`src/rtl/io_dir_sequencer_if.sv`:
```
// Config handshake between the CPU-side direction request logic and io_dir_sequencer.
`ifndef IO_PINS
`define IO_PINS 8
`endif

interface io_dir_sequencer_if;
    // valid/ready: a request transfers on a rising edge where cfg_valid and cfg_ready are both
    // high; the requester holds cfg_valid and cfg_dir stable until that edge.
    logic                cfg_valid;
    logic                cfg_ready;
    logic [`IO_PINS-1:0] cfg_dir;

    modport master (output cfg_valid, output cfg_dir, input cfg_ready);
    modport slave  (input cfg_valid, input cfg_dir, output cfg_ready);
endinterface

```
`src/rtl/io_dir_sequencer.sv`:
```
// Glitch-free pin direction sequencer: release outgoing drivers, wait a turnaround gap,
// then switch new outputs and only afterwards raise their output enables.
module io_dir_sequencer #(
    parameter int TURN_CYCLES = 2,
    parameter int CNT_W       = 4
) (
    input  logic                clk,
    input  logic                rst_n,
    io_dir_sequencer_if.slave   cfg,
    output logic [`IO_PINS-1:0] pin_dir,
    output logic [`IO_PINS-1:0] pin_oe,
    output logic                busy,
    output logic                done,
    output logic [2:0]          state_dbg
);
    typedef enum logic [2:0] {
        S_IDLE    = 3'd0,
        S_RELEASE = 3'd1,
        S_GAP     = 3'd2,
        S_APPLY   = 3'd3,
        S_ENABLE  = 3'd4
    } state_t;

    localparam logic [CNT_W-1:0] TURN_LOAD = CNT_W'(TURN_CYCLES);

    state_t              state, state_n;
    logic [CNT_W-1:0]    cnt, cnt_n;
    logic [`IO_PINS-1:0] target, target_n;
    logic [`IO_PINS-1:0] dir_n, oe_n;
    logic [`IO_PINS-1:0] to_in;
    logic                done_n;

    assign busy          = (state != S_IDLE);
    assign cfg.cfg_ready = (state == S_IDLE);
    assign state_dbg     = state;

    // pin_dir is frozen between acceptance and RELEASE, so this equals the mask at acceptance.
    assign to_in = pin_dir & ~target;

    always_ff @(posedge clk or negedge rst_n) begin
        if (!rst_n) begin
            state   <= S_IDLE;
            cnt     <= '0;
            target  <= '0;
            pin_dir <= '0;
            pin_oe  <= '0;
            done    <= 1'b0;
        end else begin
            state   <= state_n;
            cnt     <= cnt_n;
            target  <= target_n;
            pin_dir <= dir_n;
            pin_oe  <= oe_n;
            done    <= done_n;
        end
    end

    always_comb begin
        state_n  = state;
        cnt_n    = cnt;
        target_n = target;
        dir_n    = pin_dir;
        oe_n     = pin_oe;
        done_n   = 1'b0;
        case (state)
            S_IDLE: begin
                if (cfg.cfg_valid) begin
                    target_n = cfg.cfg_dir;
                    if (cfg.cfg_dir == pin_dir) done_n  = 1'b1;
                    else                        state_n = S_RELEASE;
                end
            end
            S_RELEASE: begin
                // Pins heading to output stay inputs with oe low until APPLY/ENABLE.
                oe_n  = pin_oe & ~to_in;
                dir_n = pin_dir & ~to_in;
                if (TURN_CYCLES == 0) begin
                    state_n = S_APPLY;
                end else begin
                    cnt_n   = TURN_LOAD;
                    state_n = S_GAP;
                end
            end
            S_GAP: begin
                cnt_n = cnt - CNT_W'(1);
                if (cnt == CNT_W'(1)) state_n = S_APPLY;
            end
            S_APPLY: begin
                dir_n   = target;
                state_n = S_ENABLE;
            end
            S_ENABLE: begin
                oe_n    = target;
                done_n  = 1'b1;
                state_n = S_IDLE;
            end
            default: state_n = S_IDLE;
        endcase
    end
endmodule
```
`src/flat_wrapper.sv`:
```
// flat-port wrapper written by rule: the top's interface ports become plain ports
module io_dir_sequencer_flat 
#(
    parameter int TURN_CYCLES = 2,
    parameter int CNT_W       = 4
)
  (clk, rst_n, pin_dir, pin_oe, busy, done, state_dbg, cfg_cfg_valid, cfg_cfg_dir, cfg_cfg_ready);
  io_dir_sequencer_if cfg_i ();
  input  logic clk;
  input  logic rst_n;
  output logic [`IO_PINS-1:0] pin_dir;
  output logic [`IO_PINS-1:0] pin_oe;
  output logic busy;
  output logic done;
  output logic [2:0] state_dbg;
  input wire logic [$bits(cfg_i.cfg_valid)-1:0] cfg_cfg_valid;
  input wire logic [$bits(cfg_i.cfg_dir)-1:0] cfg_cfg_dir;
  output wire logic [$bits(cfg_i.cfg_ready)-1:0] cfg_cfg_ready;
  assign cfg_i.cfg_valid = cfg_cfg_valid;
  assign cfg_i.cfg_dir = cfg_cfg_dir;
  assign cfg_cfg_ready = cfg_i.cfg_ready;
  io_dir_sequencer #(.TURN_CYCLES(TURN_CYCLES), .CNT_W(CNT_W)) u_core (.clk(clk), .rst_n(rst_n), .cfg(cfg_i), .pin_dir(pin_dir), .pin_oe(pin_oe), .busy(busy), .done(done), .state_dbg(state_dbg));
endmodule
```
`config.mk`:
```
export PLATFORM = sky130hd
export DESIGN_NAME = io_dir_sequencer_flat
export DESIGN_NICKNAME = d
export VERILOG_FILES = /design/src/rtl/io_dir_sequencer_if.sv /design/src/rtl/io_dir_sequencer.sv /design/src/flat_wrapper.sv
export SDC_FILE = /design/constraint.sdc
export NUM_CORES = 1
export LEC_CHECK = 0
export ABC_AREA = 1
export ABC_CLOCK_PERIOD_IN_PS = 1250
export CAP_MARGIN = 40
export CORE_AREA = 2 2 62 64
export CTS_CLUSTER_SIZE = 20
export DETAILED_ROUTE_END_ITERATION = 16
export DIE_AREA = 0 0 64 66
export PLACE_DENSITY = 0.71
export SYNTH_ARGS = -nofsm -noshare
export SYNTH_HDL_FRONTEND = slang
export SYNTH_SLANG_ARGS = --single-unit
```
`constraint.sdc`:
```
create_clock -name clk -period 1.25 [get_ports clk]
set_input_delay 0.3125 -clock clk [delete_from_list [all_inputs] [get_ports clk]]
set_output_delay 0.3125 -clock clk [all_outputs]
set_load 0.1 [all_outputs]
```
======== Yosys cells after proc, flatten, opt, wreduce, memory -nomap -nowiden ========
Index checks and enable logic that the tools add are counted.
word-level totals
  register bits after elaboration ......... 32
  input bits .............................. 11
  output and inout bits ................... 22
  logic and storage cells ................. 38
operators by class
  add/sub/neg operators ................... 1
  equal/unequal tests ..................... 9
  mux-type cells .......................... 10
  bitwise gates (word level) .............. 5
  reduce and logical (&&, ||, !) cells .... 7
operators by type and width
  cell                 count
  $pmux 8 s2           2
  $and 8x8->8          3
  $not 8->8            2
  $pmux 3 s4           1
  $mux 3               3
  $eq 8x8->1           1
  $pmux 4 s2           1
  $eq 3x2->1 const B   2
  $reduce_bool 2->1    3
  $eq 4x1->1 const B   1
  $ne 2x2->1 const B   2
  $sub 4x1->4 const B  1
  $eq 3x1->1 const B   1
  $eq 3x3->1 const B   1
  $logic_not 3->1      1
  $reduce_and 3->1     1
  $reduce_bool 3->1    1
  $mux 1               2
  $ne 2x1->1 const B   1
  $pmux 1 s2           1
  $reduce_and 2->1     1

======== Logic depth before layout (Yosys ltp) ========
Gate-level depths: netlist (run 1).
  word-level depth ........................ 5
  mapped depth ............................ 8

======== Least setup slack after synthesis (run 1) ========
OpenSTA, ideal clock, no wires.
  path kind ............................... reg-to-reg
  from .................................... register u_core.state[0] (netlist: u_core.state_dbg[0])
  to ...................................... register u_core.state[0] (netlist: u_core.state_dbg[0])
  data arrival time ....................... 2.748 ns
  required time ........................... 1.133 ns
  slack ................................... -1.615 ns
  cell stages (with the launch flop) ...... 8
  path buffers ............................ 0
  period minus slack after synthesis ...... 2.865 ns
  path through ............................ dfrtp_1 > nor2_2 > inv_2 > nor2_4 > inv_1 > or2_1 > nand3_1 > nor2_1
on the way
  longest elaborated chain between the ends .. 3
RTL lines
  what                               line                    RTL
  start: declaration                 io_dir_sequencer.sv:26  state_t state, state_n;
  start signal: assignment           io_dir_sequencer.sv:49  state <= state_n;
  $logic_not 3->1 *                  --
  via cfg_cfg_ready                  flat_wrapper.sv:18      output wire logic [$bits(cfg_i.cfg_ready)-1:0] cfg_cfg_ready;
  $ne 2x2->1 (no source line)        --
  $reduce_and 3->1 (no source line)  --
Mark *: on every way through the listed nets, which the timed path passes. The rest lies on a longest branch.
A chain may end at the register's enable or synchronous reset.

======== Worst setup path after layout (run 1) ========
  from .................................... register u_core.state[0] (netlist: u_core.state_dbg[0])
  to ...................................... output cfg_cfg_ready
on the way
  longest elaborated chain between the ends .. 1
RTL lines
  what              line                    RTL
  $logic_not 3->1   io_dir_sequencer.sv:34  assign cfg.cfg_ready = (state == S_IDLE);
  end: declaration  flat_wrapper.sv:18
Every way passes these cells.

==> results of run 1 <==
[cell families (layout without fill, tap and decap cells)]
group | after synthesis | in the layout | synth area share, %
AOI/OAI and AO/OA | 36 | 36 | 13.8
xor gates and xnor gates | 6 | 6 | 3.55
adders and majority gates | 2 | 2 | 1.69
buffers and inverters | 37 | 120 | 9.97
DFF | 32 | 32 | 54.1
muxes | 1 | 1 | 1.01
and+or+nand+nor | 50 | 50 | 16.0
[final cells by class]
cell class                 instances  area [um2]
timing repair buffer              77         918
fill                             208         832
sequential                        32         822
multi-input combinational         95         702
inverter                          35         140
tap                               48        60.1
clock buffer                       6        41.3
clock inverter                     2        35.0
[layout by cell type (no fill, tap or decap)]
| cell | netlist | layout |
|---|---|---|
| o21ai_1 | 3 | 11 |
| buf_12 | 0 | 24 |
| xnor2_1 | 6 | 6 |
| nand2_2 | 1 | 3 |
| nand3_1 | 3 | 2 |
| inv_2 | 1 | 3 |
| nor2_4 | 1 | 7 |
| o22ai_4 | 0 | 1 |
| o21ai_2 | 0 | 2 |
| clkbuf_1 | 0 | 1 |
| nand2_4 | 2 | 3 |
| nand2_1 | 28 | 24 |
| a21oi_1 | 9 | 2 |
| o22ai_1 | 9 | 2 |
| nor3_4 | 1 | 1 |
| or2_1 | 1 | 1 |
| dfrtp_2 | 0 | 8 |
| dfrtp_4 | 0 | 3 |
| clkdlybuf4s50_1 | 0 | 10 |
| nor2_2 | 2 | 1 |
| mux2_4 | 1 | 1 |
| clkinvlp_4 | 0 | 1 |
| bufinv_16 | 0 | 1 |
| dfrtp_1 | 32 | 21 |
| a21oi_2 | 0 | 7 |
| nand2_8 | 0 | 1 |
| clkinv_2 | 0 | 1 |
| inv_6 | 0 | 1 |
| clkbuf_4 | 0 | 5 |
| buf_4 | 0 | 39 |
| ha_1 | 2 | 2 |
| nand3_4 | 0 | 1 |
| buf_6 | 1 | 4 |
| nor2_1 | 11 | 6 |
| o22ai_2 | 0 | 6 |
| inv_1 | 34 | 30 |
| o211ai_1 | 5 | 5 |
[stage by stage]
step	hold slack, ns	TNS [ns]
floorplan	0.0169	-11.76
global placement	0.458	-2.23
detailed placement	0.474	-2.76
CTS	0.319	-5.88
global route	0.323	-11.70
finish	0.318	-9.05
[routing by layer]
layer | global-route usage (%) | wire length, um
met1 | 24.5 | 1810
met2 | 38.7 | 2580
met3 | 6.30 | 198
met4 | 15.2 | 233
met5 | 0 | 0
[repair_timing]
action | 4_1_cts | 5_1_grt
pin swaps | 4 | 5
cloned | 0 | 1
setup buffers | 12 | 13
resized for setup | 29 | 23
hold buffers | 0 | 0
setup endpoints to repair | 44 | 51
[path summary, 6_finish.rpt]
| check | startpoint | endpoint | cells past startpoint |
|---|---|---|---|
| worst min register to register | u_core.cnt[3] | u_core.cnt[3] | 1 |
| worst max-delay path | u_core.state_dbg[0] | cfg_cfg_ready | 5 |
| max in group asynchronous | rst_n | u_core.state_dbg[1] | 2 |
| worst min-delay path | rst_n | u_core.pin_oe[1] | 2 |
| min in group clk | u_core.cnt[3] | u_core.cnt[3] | 1 |
| worst max register to register | u_core.state_dbg[0] | u_core.target[6] | 8 |
[critical path, stage by stage (launching register included)]
cell and delay (ns):
dfrtp_4 0.50, nor2_4 0.13, inv_2 0.06, nor2_4 0.15, buf_4 0.15, buf_12 0.16
[registers in the layout, summed over array words and instances (netlist names)]
| signal | count |
|---|---|
| u_core.pin_dir | 8 |
| u_core.pin_oe | 8 |
| u_core.target | 8 |
| u_core.cnt | 4 |
| u_core.state_dbg | 3 |
| u_core.done | 1 |
==> run summary, run 1 <==
vias in the first global route: 1487
Yosys top cell by area: dfrtp_1
Routed Antenna Nets: 0
WS Path Type: reg -> out
critical path startpoint category: register
first-pass GRT wire length: 7.11 mm
Post-synth top flop: dfrtp_1
share of post-route cells with drive strength above 1: 50.2%
Place WS: -0.247 ns
Final WS setup: -0.544 ns
# nets final: 259
critical path arrival: 1.48 ns
FF+latch count, synth: 32
Non-Filler Instances: 295
I/O Pins: 33
reg2reg setup slack: -0.44 ns
Setup crit end kind: output pin
Avg Inst Size Synth: 9.03 um2
distinct cell type count after synthesis: 22
fin crit share: 144%
worst-path fanout max: 3
H-tree depth: 2
Clock Latency Late Sink: 0.34 ns
Reg clk slew, reported paths: 0.11 ns
clock skew: 0.0145 ns
final estimated routing congestion in global placement: 0.777
final hold vios: 0
final setup fails: 50
sequential area share after synthesis: 54.1%
Total GRT Usage: 22.7%
minimum clock period: 1.79 ns
initial antenna violation count: 0
Worst-Margin Slew: 0.246 ns
max-slew violations: 0
core footprint: 3550 um2
Max Cap Viol: 0
Slew headroom: 83.5%
Synth top area share: 54.1%
synth top area cells: dfrtp_1 (54%), inv_1 (8.6%), nand2_1 (7.1%), o22ai_1 (3.8%), xnor2_1 (3.5%)
Final Cell Area: 2720 um2
num rows: 22
GR Overflow Total: 0
Syn Std Cell Area: 1480 um2
Initial Util: 41.7%
Yosys warning count: 0
DR iter-0 viols: 59
Num CTS Buffers: 5
CTS Root Cell: clkbuf_4
die width: 64 um
largest net degree at the start of global routing: 33
DP Cell Count: 263
die footprint: 4220 um2
Ant. Diodes: 0
failing checks: setup timing
Max Root-Sink Buffers: 2
DP HPWL: 2.69 mm
DR WL/cell: 16.3 um
Post-Place Cell Area: 2300 um2
CTS tree: yes
routed vias: 1484
Post-Route WL: 4.82 mm
Async S/R FF share, synth: 100%
syn_nets: 177
list of most frequent post-synthesis cells: inv_1 (34), dfrtp_1 (32), nand2_1 (28)
EDFF count, synth: 0
DRT Pass-1 Iters: 4
status: finished with violations
worst hold path type: in -> async
Post-Synthesis Cells: 164
post-layout util: 76.6%
Syn-to-layout area delta: 83.5%
die height: 66 um
vias per inst: 5.03
Buffers on Ports: 32
count leader, synth: inv_1
CP required: 0.94 ns
maximum clock frequency: 0.557 GHz
Clock Sinks: 32
# DRC: 0
RSZ-0062 raised after global routing: true
Power of run 1 is left out: the tool's default activity adds up to more than one toggle a clock period on the data nets, which glitch-free logic cannot reach.
==> run 2, diff against run 1 <==
--- a/config.mk
+++ b/config.mk
@@ -13,6 +13,7 @@
 export DETAILED_ROUTE_END_ITERATION = 16
 export DIE_AREA = 0 0 64 66
 export PLACE_DENSITY = 0.71
+export SKIP_LAST_GASP = 1
 export SYNTH_ARGS = -nofsm -noshare
 export SYNTH_HDL_FRONTEND = slang
 export SYNTH_SLANG_ARGS = --single-unit
==> run 2 against run 1 <==
  * The run still ends with setup timing left
  * Flip-flop and latch count did not move
  * Clock skew increased by 0.0016 ns
  * Setup slack got worse by 0.013 ns
  * Cell area up 0.37%
  * Clock-buffer cell count did not move
  * Fmax down 0.71%
  * Critical path depth unchanged
  * Final cell count up 0.68%
==> run summary, run 2 (same netlist as run 1, synthesis figures left out) <==
largest net degree at the start of global routing: 33 (unchanged)
num rows: 22 (unchanged)
slowest cell delay on critical path: 0.50 ns (about the same)
hold buffer count at cts: 0 (unchanged)
Clock Sinks: 32 (unchanged)
fillers: 205 (-1.4%)
Worst Setup SP: u_core.state_dbg[0]
Clock Latency Late Sink: 0.35 ns (about the same)
vias per inst: 4.99 (-0.74%)
reg2reg setup slack: -0.46 ns (-0.02 ns)
Reg clk slew, reported paths: 0.11 ns (about the same)
initial antenna violation count: 0 (unchanged)
WS Path Type: reg -> out
first-pass GRT wire length: 7.04 mm (-0.97%)
routed vias: 1483 (-0.067%)
minimum clock period: 1.81 ns (+0.0129 ns)
CTS Root Cell: clkbuf_4
die height: 66 um (unchanged)
share of post-route cells with drive strength above 1: 50.2% (about the same)
Final WS setup: -0.557 ns (-0.0129 ns)
# nets final: 261 (+0.77%)
H-tree depth: 2 (unchanged)
final estimated routing congestion in global placement: 0.777 (unchanged)
final setup fails: 51 (+2.0%)
worst-path fanout max: 3 (unchanged)
Worst-Margin Slew: 0.246 ns (-0.000488 ns)
Max Root-Sink Buffers: 2 (unchanged)
commonest non-fill, non-tap cell in the layout: buf_4
Non-Filler Instances: 297 (+0.68%)
most frequent CP cell: nor2_4
DR iter-0 viols: 85 (+44%)
Num CTS Buffers: 5 (unchanged)
worst hold path type: in -> async
maximum clock frequency: 0.553 GHz (-0.71%)
DR WL/cell: 16.2 um (-0.63%)
critical path cell sequence: nor2_4 > inv_2 > nor2_4 > buf_4 > buf_12
status: finished with violations
die footprint: 4220 um2 (unchanged)
Buffers on Ports: 32 (unchanged)
die width: 64 um (unchanged)
commonest non-fill, non-tap cells in the layout: buf_4 (40), inv_1 (30), nand2_1 (26)
Setup crit end kind: output pin
final hold vios: 0 (unchanged)
buffer and inverter count on the worst path: 3 (unchanged)
core footprint: 3550 um2 (unchanged)
worst reg-to-reg path cell count: 8 (unchanged)
reg-to-reg endpoint: u_core.target[6]
DP HPWL: 2.69 mm (unchanged)
Ant. Diodes: 0 (unchanged)
DRT Pass-1 Iters: 4 (unchanged)
# DRC: 0 (unchanged)
I/O Pins: 33 (unchanged)
clock skew: 0.0161 ns (+0.00158 ns)
Place WS: -0.247 ns (unchanged)
GR Overflow Total: 0 (unchanged)
vias in the first global route: 1474 (-0.87%)
fin crit share: 145% (+1.0 points)
Worst path top cell family by delay: flip-flops
RSZ-0062 raised after global routing: true
Post-Route WL: 4.83 mm (about the same)
slowest CP cell: dfrtp_4
Slew headroom: 83.6% (about the same)
CP required: 0.94 ns (about the same)
CTS tree: yes
Initial Util: 41.7% (unchanged)
Syn-to-layout area delta: 84.2%
largest registers: u_core.pin_dir x8, u_core.pin_oe x8, u_core.target x8
Total GRT Usage: 22.2% (-0.48 points)
hold_ws: 0.305 ns (-0.0123 ns)
Routed Antenna Nets: 0 (unchanged)
failing checks: setup timing
max-slew violations: 0 (unchanged)
Max Cap Viol: 0 (unchanged)
DP Cell Count: 263 (unchanged)
critical path arrival: 1.49 ns (about the same)
critical path startpoint category: register
start of the worst register-to-register path: u_core.state_dbg[0]
## run 2: cell count changes in the layout (fill, tap and decap cells not counted), sizes merged
cell | before | now
buf | 67 | 69
## run 2: stage by stage
stage	instance area, um2	utilization [%]	setup TNS [ns]
after global routing	2730	76.8	-11.79
after detailed placement	2300	64.7	-2.76
final	2730	76.8	-9.20
after global placement	2300	64.7	-2.23
after CTS	2540	71.6	-5.90
after floorplan	1530	-	-11.76
## run 2: cell type report
cell class / count / area [um2] / area share, %
timing repair buffer: 79 / 937 / 34.3
sequential: 32 / 822 / 30.1
multi-input combinational: 95 / 693 / 25.4
inverter: 35 / 140 / 5.14
tap: 48 / 60.1 / 2.20
clock buffer: 6 / 41.3 / 1.51
clock inverter: 2 / 35.0 / 1.28
## run 2: worst register-to-register path, stage by stage (launching register included)
cell and delay (ns):
dfrtp_4 0.50, nor2_4 0.13, inv_2 0.06, nor2_4 0.16, buf_4 0.13, buf_4 0.10
buf_4 0.13, nand2_8 0.08, mux2_4 0.31
## run 2: worst max-delay path by stage
stage | end | slack [ns] | cells past startpoint
5_1_grt | busy | -0.62 | 5
3_3_place_gp | u_core.state_dbg[0] | -0.25 | 7
4_1_cts | cfg_cfg_ready | -0.51 | 5
2_1_floorplan | u_core.state_dbg[0] | -1.43 | 7
6_report | cfg_cfg_ready | -0.56 | 5
3_5_place_dp | u_core.state_dbg[0] | -0.25 | 7
## run 2: what timing repair did
action | in CTS | in global routing
resized for setup | 28 | 21
endpoints found under the setup margin | 44 | 51
pin swaps | 4 | 5
setup buffers | 12 | 15
cloned | 0 | 1
## run 2: per-layer routing
| layer | wire length, um | GRT usage (%) | up-vias |
|---|---|---|---|
| met5 | 0 | 0 | - |
| met4 | 165 | 13.6 | 0 |
| met3 | 206 | 6.13 | 16 |
| met2 | 2690 | 37.0 | 55 |
| met1 | 1760 | 25.3 | 729 |
| li1 | - | - | 683 |
Power of run 2 is left out for the same reason.
